File: config.mk
export PLATFORM = sky130hd
export DESIGN_NAME = fp_mul_arbiter
export DESIGN_NICKNAME = d
export VERILOG_FILES = /design/src/rtl/fp_mul_arb_pkg.sv /design/src/rtl/rr_picker.sv /design/src/rtl/fp_mul_arbiter.sv
export SDC_FILE = /design/constraint.sdc
export NUM_CORES = 1
export LEC_CHECK = 0
export BUFFER_PORTS_ARGS = -buffer_cell sky130_fd_sc_hd__buf_4
export CORE_AREA = 4 4 155 157
export CTS_CLUSTER_DIAMETER = 200
export DETAILED_ROUTE_END_ITERATION = 12
export DIE_AREA = 0 0 159 161
export PLACE_DENSITY = 0.55
export REMOVE_ABC_BUFFERS = 1
export SLEW_MARGIN = 25
export SYNTH_ARGS = -nofsm -noshare
export SYNTH_HDL_FRONTEND = slang
export SYNTH_SLANG_ARGS = --single-unit
File: constraint.sdc
create_clock -name clk -period 4.02 [get_ports clk]
set_input_delay 0 -clock clk [delete_from_list [all_inputs] [get_ports clk]]
set_output_delay 0 -clock clk [all_outputs]
set_load 0.005 [all_outputs]
File: src/rtl/fp_mul_arb_pkg.sv
// Shared types and constants for the floating-point multiplier arbiter.
package fp_mul_arb_pkg;

    localparam int FP_W = 32;
    localparam logic [FP_W-1:0] FP_QNAN = 32'h7FC0_0000;

    typedef enum logic [1:0] {
        StIdle,
        StIssue,
        StWait,
        StResp
    } state_t;

endpackage

File: src/rtl/rr_picker.sv
// Combinational round-robin picker: first asserted request at or after ptr, wrapping.
module rr_picker #(
    parameter int N   = 4,
    parameter int IDW = $clog2(N)
) (
    input  logic [N-1:0]   req,
    input  logic [IDW-1:0] ptr,
    output logic [N-1:0]   gnt_onehot,
    output logic [IDW-1:0] gnt_idx
);

    logic           found;
    logic [IDW-1:0] k;

    // Scan the requests in rotated order and keep the first hit.
    always_comb begin
        gnt_onehot = '0;
        gnt_idx    = '0;
        found      = 1'b0;
        k          = '0;
        for (int i = 0; i < N; i++) begin
            k = IDW'((int'(ptr) + i) % N);
            if (!found && req[k]) begin
                found         = 1'b1;
                gnt_onehot[k] = 1'b1;
                gnt_idx       = k;
            end
        end
    end

endmodule

File: src/rtl/fp_mul_arbiter.sv
// Round-robin scheduler sharing one FP multiplier (one operation in flight) between
// N requesters, with a watchdog that turns a silent multiplier into an error response.
module fp_mul_arbiter
    import fp_mul_arb_pkg::*;
#(
    parameter int N       = 4,
    parameter int TIMEOUT = 32,
    parameter int IDW     = $clog2(N)
) (
    input  logic              clk,
    input  logic              rst,
    input  logic [N-1:0]      req_valid,
    input  logic [N*FP_W-1:0] req_op1,
    input  logic [N*FP_W-1:0] req_op2,
    output logic [N-1:0]      req_ready,
    output logic              rsp_valid,
    input  logic              rsp_ready,
    output logic [IDW-1:0]    rsp_id,
    output logic [FP_W-1:0]   rsp_data,
    output logic              rsp_err,
    output logic              mul_ready,
    output logic [FP_W-1:0]   mul_op1,
    output logic [FP_W-1:0]   mul_op2,
    input  logic [FP_W-1:0]   mul_res,
    input  logic              mul_done,
    output logic              busy
);

    localparam int CW = $clog2(TIMEOUT) + 1;

    state_t            state_q, state_d;
    logic [IDW-1:0]    ptr_q, ptr_d;
    logic [IDW-1:0]    gid_q, gid_d;
    logic [FP_W-1:0]   op1_q, op1_d;
    logic [FP_W-1:0]   op2_q, op2_d;
    logic [FP_W-1:0]   data_q, data_d;
    logic              err_q, err_d;
    logic [CW-1:0]     cnt_q, cnt_d;
    logic [N-1:0]      gnt_onehot;
    logic [IDW-1:0]    gnt_idx;

    rr_picker #(
        .N   (N),
        .IDW (IDW)
    ) u_picker (
        .req        (req_valid),
        .ptr        (ptr_q),
        .gnt_onehot (gnt_onehot),
        .gnt_idx    (gnt_idx)
    );

    // Next-state logic; req_ready is the only combinational output (IDLE only).
    always_comb begin
        state_d   = state_q;
        ptr_d     = ptr_q;
        gid_d     = gid_q;
        op1_d     = op1_q;
        op2_d     = op2_q;
        data_d    = data_q;
        err_d     = err_q;
        cnt_d     = cnt_q;
        req_ready = '0;
        unique case (state_q)
            StIdle: begin
                if (|req_valid) begin
                    req_ready = gnt_onehot;
                    gid_d     = gnt_idx;
                    for (int i = 0; i < N; i++) begin
                        if (gnt_onehot[i]) begin
                            op1_d = req_op1[i*FP_W +: FP_W];
                            op2_d = req_op2[i*FP_W +: FP_W];
                        end
                    end
                    state_d = StIssue;
                end
            end
            StIssue: begin
                cnt_d   = '0;
                state_d = StWait;
            end
            StWait: begin
                cnt_d = cnt_q + 1'b1;
                // A done arriving in the timeout cycle still counts as a real result.
                if (mul_done) begin
                    data_d  = mul_res;
                    err_d   = 1'b0;
                    state_d = StResp;
                end else if (cnt_q == CW'(TIMEOUT - 1)) begin
                    data_d  = FP_QNAN;
                    err_d   = 1'b1;
                    state_d = StResp;
                end
            end
            StResp: begin
                if (rsp_ready) begin
                    ptr_d   = (gid_q == IDW'(N - 1)) ? '0 : gid_q + 1'b1;
                    state_d = StIdle;
                end
            end
            default: state_d = StIdle;
        endcase
    end

    // State, operand and response registers with synchronous active-low reset.
    always_ff @(posedge clk) begin
        if (!rst) begin
            state_q <= StIdle;
            ptr_q   <= '0;
            gid_q   <= '0;
            op1_q   <= '0;
            op2_q   <= '0;
            data_q  <= '0;
            err_q   <= 1'b0;
            cnt_q   <= '0;
        end else begin
            state_q <= state_d;
            ptr_q   <= ptr_d;
            gid_q   <= gid_d;
            op1_q   <= op1_d;
            op2_q   <= op2_d;
            data_q  <= data_d;
            err_q   <= err_d;
            cnt_q   <= cnt_d;
        end
    end

    assign mul_ready = (state_q == StIssue);
    assign rsp_valid = (state_q == StResp);
    assign busy      = (state_q != StIdle);
    assign mul_op1   = op1_q;
    assign mul_op2   = op2_q;
    assign rsp_id    = gid_q;
    assign rsp_data  = data_q;
    assign rsp_err   = err_q;

endmodule

-- After elaboration in Yosys (flattened, before gate mapping)
Index checks and enable logic that the tools add are counted.
- flip-flop bits (word level): 109
- latch bits: 0
- RAM bits: 0
- memory bits (read-only): 0
- bits of input ports: 296
- word-level logic and storage cells: 101
- memories kept: 0
- add/sub/neg operators: 5
- multipliers: 0
- divide/modulo/power cells: 0
- $lt $le $gt $ge: 8
- eq/ne operators: 8
- shifts and indexed selects: 0
- multiplexer cells: 48
- bitwise logic cells: 3
- reduce and logical (&&, ||, !) cells: 21
- operator list (operator ; number):
    two-way mux 32 bit ; 10
    two-way mux 4 bit ; 6
    two-way mux 2 bit ; 9
    two-way mux 1 bit ; 13
    < comparator 2 x 3 -> 1 bit, second input constant ; 4
    OR 4 bit ; 3
    one-hot mux 6 bit (2 select lines) ; 1
    binary-select mux 1 bit (select 2 bit) ; 4
    demux 1 bit (select 2 bit) ; 4
    greater-or-equal comparator 2 x 1 -> 1 bit, second input constant ; 4
    one-hot mux 2 bit (4 select lines) ; 1
    logical AND 1 bit ; 7
    adder 6 x 1 -> 6 bit, second input constant ; 1
    == test 2 bit, second input constant ; 3
    == test 6 x 5 -> 1 bit, second input constant ; 1
    AND reduction 2 bit ; 3
    AND reduction 3 bit ; 2
    nonzero test 2 bit ; 3
    adder 2 x 1 -> 2 bit, second input constant ; 2
    adder 2 bit, second input constant ; 2
    nonzero test 4 bit ; 1
    OR reduction 4 bit ; 1
    logical NOT 1 bit ; 3
    inequality test 3 bit, second input constant ; 1
    other kinds (4) ; 4

-- Logic depth before layout (Yosys ltp)
Gate-level depths: netlist of the first run.
- depth after elaboration: 16
- depth in mapped cells: 13
- gate-level depth less buffers: 9

-- Cells and area by module
Synthesis of the first run repeated with hierarchy kept, for this count alone.
- cell total of the unflattened synthesis: 817
- area total of the unflattened synthesis: 6424.9 µm²
- by module, submodules not included (module ; instances ; cells an instance ; area an instance (µm²) ; sequential area each (µm²)):
    fp_mul_arbiter ; 1 ; 769 ; 5985.7 ; 2182.1
    rr_picker ; 1 ; 48 ; 439.2 ; 0.0

-- Worst setup path after synthesis of the first run
No wires, ideal clock.
- kind: register -> register
- from: reg ptr_q[0]
- to: reg op1_q[20] (netlist: mul_op1[20])
- setup time: 0.119 ns
- arrival time: 2.977 ns
- data required time: 3.901 ns
- setup slack: 0.925 ns
- stages on the path, launching flop included: 14
- clock period less this slack: 3.095 ns
- cell sequence: dfxtp_1 > buf_2 > inv_2 > ha_1 > buf_2 > mux4_2 > nor2b_4 > a22o_1 > a221oi_2 > nand4_1 > and2_1 > buf_6 > buf_6 > o221a_1
- longest elaborated chain between the ends: 15
- ends and longest elaborated chain (element ; RTL line ; text):
    from (decl) ; fp_mul_arbiter.sv:32 ; logic [IDW-1:0] ptr_q, ptr_d;
    from (signal assigned) ; fp_mul_arbiter.sv:117 ; ptr_q <= ptr_d;
    parallel branches: the longest is 11 deep, another holds < comparator 2 x 3 -> 1 bit ; -- ;
    two-way mux 4 bit * ; rr_picker.sv:23 ; if (!found && req[k]) begin
    two-way mux 32 bit (3 in series) ; fp_mul_arbiter.sv:69 ; if (gnt_onehot[i]) begin
    to (signal assigned) ; fp_mul_arbiter.sv:119 ; op1_q <= op1_d;
    to (decl) ; fp_mul_arbiter.sv:34 ; logic [FP_W-1:0] op1_q, op1_d;
Mark *: on every way between the ends. The select of a mux whose other input is x is not followed.
A chain may end at the register's enable or synchronous reset.

-- Final worst setup path of the first run
- from: reg ptr_q[1]
- to: reg op1_q[22] (netlist: mul_op1[22])
Same word-level chain as after synthesis.

==> results of run 1 <==
==> state kept, by name, summed over array words and instances, names as in the netlist <==
signal / count
rsp_err: 1
state_q: 2
rsp_id: 2
mul_op1: 32
rsp_data: 32
mul_op2: 32
cnt_q: 6
ptr_q: 2
==> final cells by class <==
cell class / instances / area (um2)
Clock inverter: 4 / 37.5
Sequential cell: 109 / 2180
Timing Repair Buffer: 467 / 3700
Inverter: 8 / 30.0
Multi-Input combinational cell: 610 / 3780
Tap cell: 285 / 357
Clock buffer: 12 / 256
Fill cell: 2296 / 12200
==> worst max-delay path: cells and delay by family (launching register included) <==
kind	cells	cell delay, ns
mux	1	0.61
compound gates	3	0.82
simple gates	2	0.30
flops	1	0.47
buf+inv	2	0.69
fa+ha+maj	1	0.47
==> per-stage QoR <==
step,utilization (%),power (mW)
after detailed placement,42.5,4.44
after CTS,45.9,5.40
final,46.0,5.33
after floorplan,-,3.04
after global routing,46.0,5.70
after global placement,42.5,4.43
==> final timing paths <==
check | from | endpoint | depth (start not counted)
setup / recovery | ptr_q[1] | mul_op1[22] | 9
hold / removal | req_op2[112] | mul_op2[16] | 4
setup reg to reg | ptr_q[1] | mul_op1[22] | 9
hold reg to reg | cnt_q[5] | cnt_q[5] | 2
==> cells by family after synthesis <==
kind of cell,after synthesis,share of synthesized area [%]
AOI/OAI and AO/OA,321,36.2
and+or+nand+nor,269,18.4
DFF,109,34.2
buffers and inverters,96,7.14
adders and majority gates,11,2.16
muxes,5,1.37
xor gates and xnor gates,4,0.549
==> synth_stat cells, types with 3 or more instances <==
library cell	instances
nand2_1	202
dfxtp_1	109
a21oi_1	68
o21ai_0	68
a31oi_1	64
o221a_1	64
clkbuf_1	52
nor2b_1	26
buf_2	25
a22oi_1	23
nor2_1	12
ha_1	11
o221a_2	9
buf_6	7
inv_1	7
nand2b_1	7
a221oi_2	3
and2_1	3
buf_4	3
mux4_2	3
nand4_1	3
o21ai_1	3
xor2_1	3
==> layout by cell type, fill, tap and decap left out, drive strengths merged, types with 3 or more instances in the layout <==
master       synthesis  layout
buf                 36     419
nand2              203     203
dfxtp              109     109
o221a               73      73
o21ai               71      71
a21oi               68      68
a31oi               64      64
dlygate4sd3          0      48
nor2b               27      27
a22oi               23      23
nor2                12      12
clkbuf              52      12
ha                  11      11
inv                  8      10
nand2b               7       7
mux4                 3       3
nand4                3       3
xor2                 3       3
nor3b                3       3
a221oi               3       3
and2                 3       3
==> where the power goes <==
part	switching, mW	total, mW	leakage (nW)	internal, mW
clock	0.443	0.908	0.145	0.465
combinational	1.44	2.78	3.70	1.34
sequential	0.213	1.64	0.896	1.42
total	2.10	5.33	4.74	3.23
==> metal layers <==
metal	up-vias	global-route usage, %	part of all wire, %
li1	3770	-	-
met1	3625	25.8	42
met2	284	37.0	50
met3	42	4.62	5.9
met4	0	6.63	2.6
met5	-	0	0
==> what timing repair did <==
action / in CTS / in global routing
resized for setup: 0 / 0
hold endpoints to repair: 48 / 0
hold buffers: 48 / 0
==> results.sh, run 1 <==
export IMPL_startpoint_type="flip-flop"
export IMPL_rsz0062_at_grt="no"
export IMPL_clock_sinks=109
export IMPL_synth_distinct_cells=54
export IMPL_route_detailed_drc=0
export IMPL_async_flop_share_pct=0
export IMPL_path_cells="inv_1 -> ha_1 -> mux4_2 -> o31ai_1 -> a221oi_4 -> nand4_1 -> buf_4 -> nand2_1 -> o221a_1"
export IMPL_h_tree_depth=3
export IMPL_wirelength_um=29100
export IMPL_die_area_um2=25600
export IMPL_grt_max_degree=66
export IMPL_avgRoutedWirePerCell_um=19.5
export IMPL_core_um2=22500
export IMPL_outcome="finished clean"
export IMPL_post_place_ws_ns=0.471
export IMPL_whs_ns=0.0126
export IMPL_clk_pin_slew_ns=0.09
export IMPL_syn_inst=815
export IMPL_powerDensity_nw_per_um2=515
export IMPL_finalHoldViolations=0
export IMPL_worst_path_largest_cell_delay_ns=0.61
export IMPL_fin_crit_sh_pct=88.5
export IMPL_ys_seq_elements=109
export IMPL_finalNetCount=1512
export IMPL_ant_nets=0
export IMPL_fin_skew_ns=0.0156
export IMPL_post_dp_hpwl_um=21500
export IMPL_setup_tns_ns=0
export IMPL_worst_slack_ns=0.461
export IMPL_place_port_buffers=401
export IMPL_start_util_pct=28.3
export IMPL_synth_ff_type="dfxtp_1"
export IMPL_setup_viol=0
export IMPL_ctsRootBufferMaster="clkbuf_16"
export IMPL_grt_antenna_before_repair=0
export IMPL_ys_seq_area_share_pct=34.2
export IMPL_netlist_area_um2=6380
export IMPL_grt_ovfl_total=0
export IMPL_grt_pass1_wl_um=43800
export IMPL_clk_latency_ns=0.36
export IMPL_post_cts_buffers=0
export IMPL_yosys_warnings=0
export IMPL_n_antenna_cell=0
export IMPL_cp_max_fo=64
export IMPL_maxCapViolations=0
export IMPL_drt_iter0_markers=505
export IMPL_final_min_clock_period_ns=3.56
export IMPL_drive_gt1_share_pct=37.9
export IMPL_vias_per_cell=5.16
export IMPL_grt_pass1_vias=7550
export IMPL_crit_slowest_cell="mux4_2"
export IMPL_fp_dieH_um=161
export IMPL_worst_pin_slew_ns=0.941
export IMPL_die_w_um=159
export IMPL_max_slew_margin_pct=37.3
export IMPL_slew_viol_final=0
export IMPL_worst_ep_required_time_ns=4.27
export IMPL_arrival_ns=3.81
export IMPL_grt_total_usage_pct=21.1
export IMPL_cts_buffers_inserted=9
export IMPL_ir_worst_vdd_mv=0.222
export IMPL_row_count=55
export IMPL_stdcell_count=1495
export IMPL_dp_cells=1431
export IMPL_place_area_um2=9570
export IMPL_cts_tree="built"
export IMPL_clock_path_buffers=2
export IMPL_synth_edf_count=0
export IMPL_ioPinCount=402
export IMPL_synth_top_cell_by_area="dfxtp_1"
export IMPL_rrSetupSlack_ns=0.46
export IMPL_p_leak_nw=4.74
export IMPL_min_path_type="input pin to flip-flop"
export IMPL_drt_pass1_iterations=5
export IMPL_yosysTopAreaCellShare_pct=34.2
export IMPL_vias=7721
export IMPL_layout_area_overhead_vs_synth_pct=62.2
export IMPL_crit_type="flip-flop to flip-flop"
export IMPL_final_area_um2=10300
export IMPL_syn_area_per_cell_um2=7.82
export IMPL_synthTopCellsByArea="dfxtp_1 34%, nand2_1 12%, o221a_1 11%"
export IMPL_fmaxAchievable_mhz=281
export IMPL_gp_congestion=0.848
export IMPL_critPathCaptureType="flip-flop"
(Power assumes the default switching activity.)
==> inputs of run 2 (changes only) <==
- clock period: 4.02 -> 3.53 ns (I/O delays scaled with it)
==> results.sh, run 2 (synthesis results as in run 1) <==
export IMPL_post_dp_hpwl_um=21600
export IMPL_min_to="mul_op1[14]"
export IMPL_fp_dieH_um=161
export IMPL_ioPinCount=402
export IMPL_grt_pass1_vias=7660
export IMPL_n_antenna_cell=0
export IMPL_crit_slowest_cell="a2111o_1"
export IMPL_wirelength_um=29700
export IMPL_final_min_clock_period_ns=3.13
export IMPL_cts_buffers_inserted=9
export IMPL_outcome="finished clean"
export IMPL_finalHoldViolations=0
export IMPL_grt_total_usage_pct=21.7
export IMPL_cp_max_fo=39
export IMPL_slew_viol_final=0
export IMPL_final_common_cell="buf_4"
export IMPL_grt_max_degree=65
export IMPL_worst_ep_required_time_ns=3.84
export IMPL_worstHoldPathCells=4
export IMPL_min_from="req_op1[110]"
export IMPL_critPathCaptureType="flip-flop"
export IMPL_timing_rr_end="mul_op1[29]"
export IMPL_fin_skew_ns=0.0155
export IMPL_setup_viol=0
export IMPL_p_leak_nw=4.87
export IMPL_met1_usage_pct=26.4
export IMPL_die_w_um=159
export IMPL_die_area_um2=25600
export IMPL_r2r_cells=11
export IMPL_drt_iter0_markers=566
export IMPL_row_count=55
export IMPL_rsz0062_at_grt="no"
export IMPL_path_cells="inv_2 -> ha_1 -> buf_4 -> or3b_1 -> a2111o_1 -> nand2_4 -> o22ai_1 -> nand4_1 -> and2_2 -> buf_4 -> o221a_1"
export IMPL_clk_pin_slew_ns=0.08
export IMPL_vias_per_cell=5.19
export IMPL_reg2reg_from="ptr_q[0]"
export IMPL_maxCapViolations=0
export IMPL_crit_buf_inv=3
export IMPL_fin_crit_sh_pct=88.7
export IMPL_powerDensity_nw_per_um2=581
export IMPL_gr_usage_met3_pct=5.13
export IMPL_ir_worst_vdd_mv=0.248
export IMPL_clk_latency_ns=0.37
export IMPL_worst_path_largest_cell_delay_ns=0.47
export IMPL_worst_pin_slew_ns=0.974
export IMPL_cp_common_cell="buf_4"
export IMPL_layout_area_overhead_vs_synth_pct=67.1
export IMPL_start_util_pct=28.3
export IMPL_final_util_pct=47.4
export IMPL_place_area_um2=9620
export IMPL_finalNetCount=1539
export IMPL_h_tree_depth=3
export IMPL_drt_pass1_iterations=4
export IMPL_max_slew_margin_pct=35.1
export IMPL_startpoint_type="flip-flop"
export IMPL_rrSetupSlack_ns=0.40
export IMPL_final_cell_mix="412 x buf_4, 202 x nand2_1, 109 x dfxtp_1, 73 x dlygate4sd3_1"
export IMPL_busiest_layer="met2"
export IMPL_grt_antenna_before_repair=0
export IMPL_ctsRootBufferMaster="clkbuf_16"
export IMPL_arrival_ns=3.44
export IMPL_clock_path_buffers=2
export IMPL_route_detailed_drc=0
export IMPL_avgRoutedWirePerCell_um=19.5
export IMPL_cts_tree="built"
export IMPL_min_path_type="input pin to flip-flop"
export IMPL_crit_type="flip-flop to flip-flop"
export IMPL_gp_congestion=0.857
export IMPL_fmaxAchievable_mhz=319
export IMPL_met2_usage_pct=38.2
export IMPL_critPathTopFamily="simple AND/OR/NAND/NOR gates"
export IMPL_final_area_um2=10700
export IMPL_drive_gt1_share_pct=37.2
export IMPL_ant_nets=0
export IMPL_core_um2=22500
export IMPL_clock_sinks=109
export IMPL_grt_pass1_wl_um=44800
export IMPL_place_port_buffers=401
export IMPL_grt_ovfl_total=0
export IMPL_vias=7892
[run 2: worst max-delay path by stage]
stage	from	end	slack, ns	depth (start not counted)
floorplan	ptr_q[0]	mul_op1[0]	-4.26	9
global placement	ptr_q[0]	mul_op1[29]	0.45	11
detailed placement	ptr_q[0]	mul_op1[29]	0.41	11
CTS	ptr_q[0]	mul_op1[29]	0.38	11
global route	ptr_q[0]	mul_op2[9]	0.23	11
finish	ptr_q[0]	mul_op1[29]	0.40	11
[run 2: per-layer routing]
metal / part of all wire [%] / routed length (um)
met4: 2.4 / 720
met1: 41 / 12200
met2: 50 / 14900
met3: 6.1 / 1800
met5: 0 / 0
[run 2: layout make-up]
| cell class | count | area (um2) |
|---|---|---|
| well taps | 285 | 357 |
| flip-flops and latches | 109 | 2180 |
| fillers | 2260 | 11800 |
| repair buffers | 494 | 4000 |
| multi-input cells | 610 | 3780 |
| clock inverters | 6 | 78.8 |
| inverters | 8 | 30.0 |
| clock buffers | 10 | 229 |
[run 2: where the power goes]
part	switching (mW)	internal, mW	leakage (nW)
sequential	0.249	1.62	0.896
clock	0.542	0.568	0.151
combinational	1.65	1.56	3.83
[run 2: repair_timing]
item	4_1_cts	5_1_grt
buffers inserted	0	0
resized for setup	0	0
hold endpoints to repair	73	0
hold buffers	73	0
[run 2: tightest hold or removal path, cell delays in order]
cell and delay [ns]:
buf_4 0.08, a21oi_1 0.05, nand2_1 0.06, o221a_1 0.16
[run 2: through the flow]
stage / setup WS [ns] / total power [mW] / std cells / setup TNS (ns) / hold WS, ns
after floorplan: -4.26 / 3.46 / 727 / -274.92 / 0.122
after global placement: 0.453 / 5.05 / 1433 / 0 / 0.270
after detailed placement: 0.412 / 5.07 / 1433 / 0 / 0.279
after CTS: 0.379 / 6.26 / 1522 / 0 / 0.000147
after global routing: 0.229 / 6.64 / 1522 / 0 / 0.0177
final: 0.398 / 6.20 / 1522 / 0 / 0.0151
==> inputs of run 3 (changes only) <==
- HOLD_SLACK_MARGIN: unset -> 0.02
==> results.sh, run 3 (synthesis results as in run 1) <==
export IMPL_r2r_cells=11
export IMPL_path_cells="inv_2 -> ha_1 -> buf_4 -> or3b_1 -> a2111o_1 -> nand2_4 -> o22ai_1 -> nand4_1 -> and2_2 -> buf_4 -> o221a_1"
export IMPL_avgRoutedWirePerCell_um=19.3
export IMPL_ant_nets=0
export IMPL_setup_viol=0
export IMPL_startpoint_type="flip-flop"
export IMPL_cp_common_cell="buf_4"
export IMPL_drt_iter0_markers=544
export IMPL_cp_max_fo=39
export IMPL_cp_startpoint="ptr_q[0]"
export IMPL_row_count=55
export IMPL_seq_area_um2=2180
export IMPL_gp_congestion=0.857
export IMPL_reg2reg_from="ptr_q[0]"
export IMPL_h_tree_depth=3
export IMPL_fill_cells=2241
export IMPL_fmaxAchievable_mhz=320
export IMPL_min_path_type="input pin to flip-flop"
export IMPL_critPathCaptureType="flip-flop"
export IMPL_vias_per_cell=5.15
export IMPL_grt_pass1_vias=7765
export IMPL_ioPinCount=402
export IMPL_cts_hold_fix_buffers=93
export IMPL_route_detailed_drc=0
export IMPL_grt_antenna_before_repair=0
export IMPL_core_um2=22500
export IMPL_dp_cells=1433
export IMPL_rrSetupSlack_ns=0.41
export IMPL_drt_pass1_iterations=5
export IMPL_crit_type="flip-flop to flip-flop"
export IMPL_die_w_um=159
export IMPL_outcome="finished clean"
export IMPL_met1_usage_pct=26.4
export IMPL_wirelength_um=29700
export IMPL_worst_ep_required_time_ns=3.84
export IMPL_multi_input_area_um2=3780
export IMPL_grt_total_usage_pct=21.7
export IMPL_worst_pin_slew_ns=1.01
export IMPL_final_area_um2=10900
export IMPL_clock_path_buffers=2
export IMPL_final_common_cell="buf_4"
export IMPL_post_dp_hpwl_um=21600
export IMPL_p_leak_nw=4.96
export IMPL_maxCapViolations=0
export IMPL_clk_latency_ns=0.36
export IMPL_critical_path_cell_count=11
export IMPL_arrival_ns=3.43
export IMPL_met2_usage_pct=38.2
export IMPL_grt_ovfl_total=0
export IMPL_cts_buffers_inserted=9
export IMPL_endpoint="mul_op1[29]"
export IMPL_final_min_clock_period_ns=3.12
export IMPL_clock_sinks=109
export IMPL_crit_slowest_cell="a2111o_1"
export IMPL_n_antenna_cell=0
export IMPL_grt_max_degree=65
export IMPL_layout_area_overhead_vs_synth_pct=70.2
export IMPL_post_cts_buffers=0
export IMPL_clk_pin_slew_ns=0.08
export IMPL_cts_tree="built"
export IMPL_place_port_buffers=401
export IMPL_rsz0062_at_grt="no"
export IMPL_ir_worst_vdd_mv=0.248
export IMPL_ctsRootBufferMaster="clkbuf_16"
export IMPL_crit_buf_inv=3
export IMPL_gr_usage_met3_pct=5.28
export IMPL_max_slew_margin_pct=32.7
export IMPL_power_total_mw=6.22
export IMPL_fp_dieH_um=161
export IMPL_slew_viol_final=0
export IMPL_worst_path_largest_cell_delay_ns=0.47
export IMPL_drive_gt1_share_pct=36.6
export IMPL_setup_tns_ns=0
export IMPL_start_util_pct=28.3
export IMPL_finalHoldViolations=0
export IMPL_cts_resized=0
export IMPL_stdcell_count=1542
export IMPL_place_area_um2=9620
export IMPL_final_cell_mix="412 x buf_4, 202 x nand2_1, 109 x dfxtp_1, 93 x dlygate4sd3_1"
export IMPL_die_area_um2=25600
export IMPL_powerDensity_nw_per_um2=573
export IMPL_busiest_layer="met2"
export IMPL_fin_crit_sh_pct=88.5
export IMPL_vias=7941
export IMPL_grt_pass1_wl_um=45000
export IMPL_fin_skew_ns=0.0150
export IMPL_timing_rr_end="mul_op1[29]"
export IMPL_critPathTopFamily="simple AND/OR/NAND/NOR gates"
export IMPL_finalNetCount=1559
## run 3: cell types whose count changed in the layout (fill, tap and decap cells not counted)
cell,delta
dlygate4sd3_1,+20
## run 3: through the flow
stage          worst slack, ns  hold WS (ns)  utilization (%)
6_report                 0.405        0.0455             48.2
5_1_grt                  0.229        0.0490             48.2
4_1_cts                  0.379        0.0258             48.2
3_5_place_dp             0.412         0.279             42.7
3_3_place_gp             0.453         0.270             42.7
2_1_floorplan            -4.26         0.122                -
## run 3: worst min-delay path: cells and delay by family
kind,cells,cell delay (ns)
AOI/OAI and AO/OA,2,0.21
buffers and inverters,1,0.09
and+or+nand+nor,1,0.07
## run 3: report_power, final
part / switching, mW / total, mW / internal, mW / leakage, nW
logic: 1.66 / 3.24 / 1.58 / 3.91
registers: 0.250 / 1.87 / 1.62 / 0.896
clock network: 0.540 / 1.11 / 0.568 / 0.151
## run 3: final cells by class
type                            instances  share of cell area (%)
Clock buffer                           10                    2.11
Clock inverter                          6                   0.726
Inverter                                8                   0.277
Multi-Input combinational cell        610                    34.8
Sequential cell                       109                    20.1
Tap cell                              285                    3.28
Timing Repair Buffer                  514                    38.7
## run 3: worst min path at each step
stage,from,cells past startpoint,end
CTS,req_op1[104],4,mul_op1[8]
floorplan,rst,1,state_q[1]
global placement,mul_res[1],3,rsp_data[1]
finish,req_op1[104],4,mul_op1[8]
detailed placement,mul_res[12],3,rsp_data[12]
global route,req_op2[107],4,mul_op2[11]
## run 3: metal layers
layer / wire, um / vias to the layer above
met5: 0 / -
met4: 721 / 0
met3: 1940 / 43
met2: 14900 / 311
met1: 12200 / 3717
li1: - / 3870
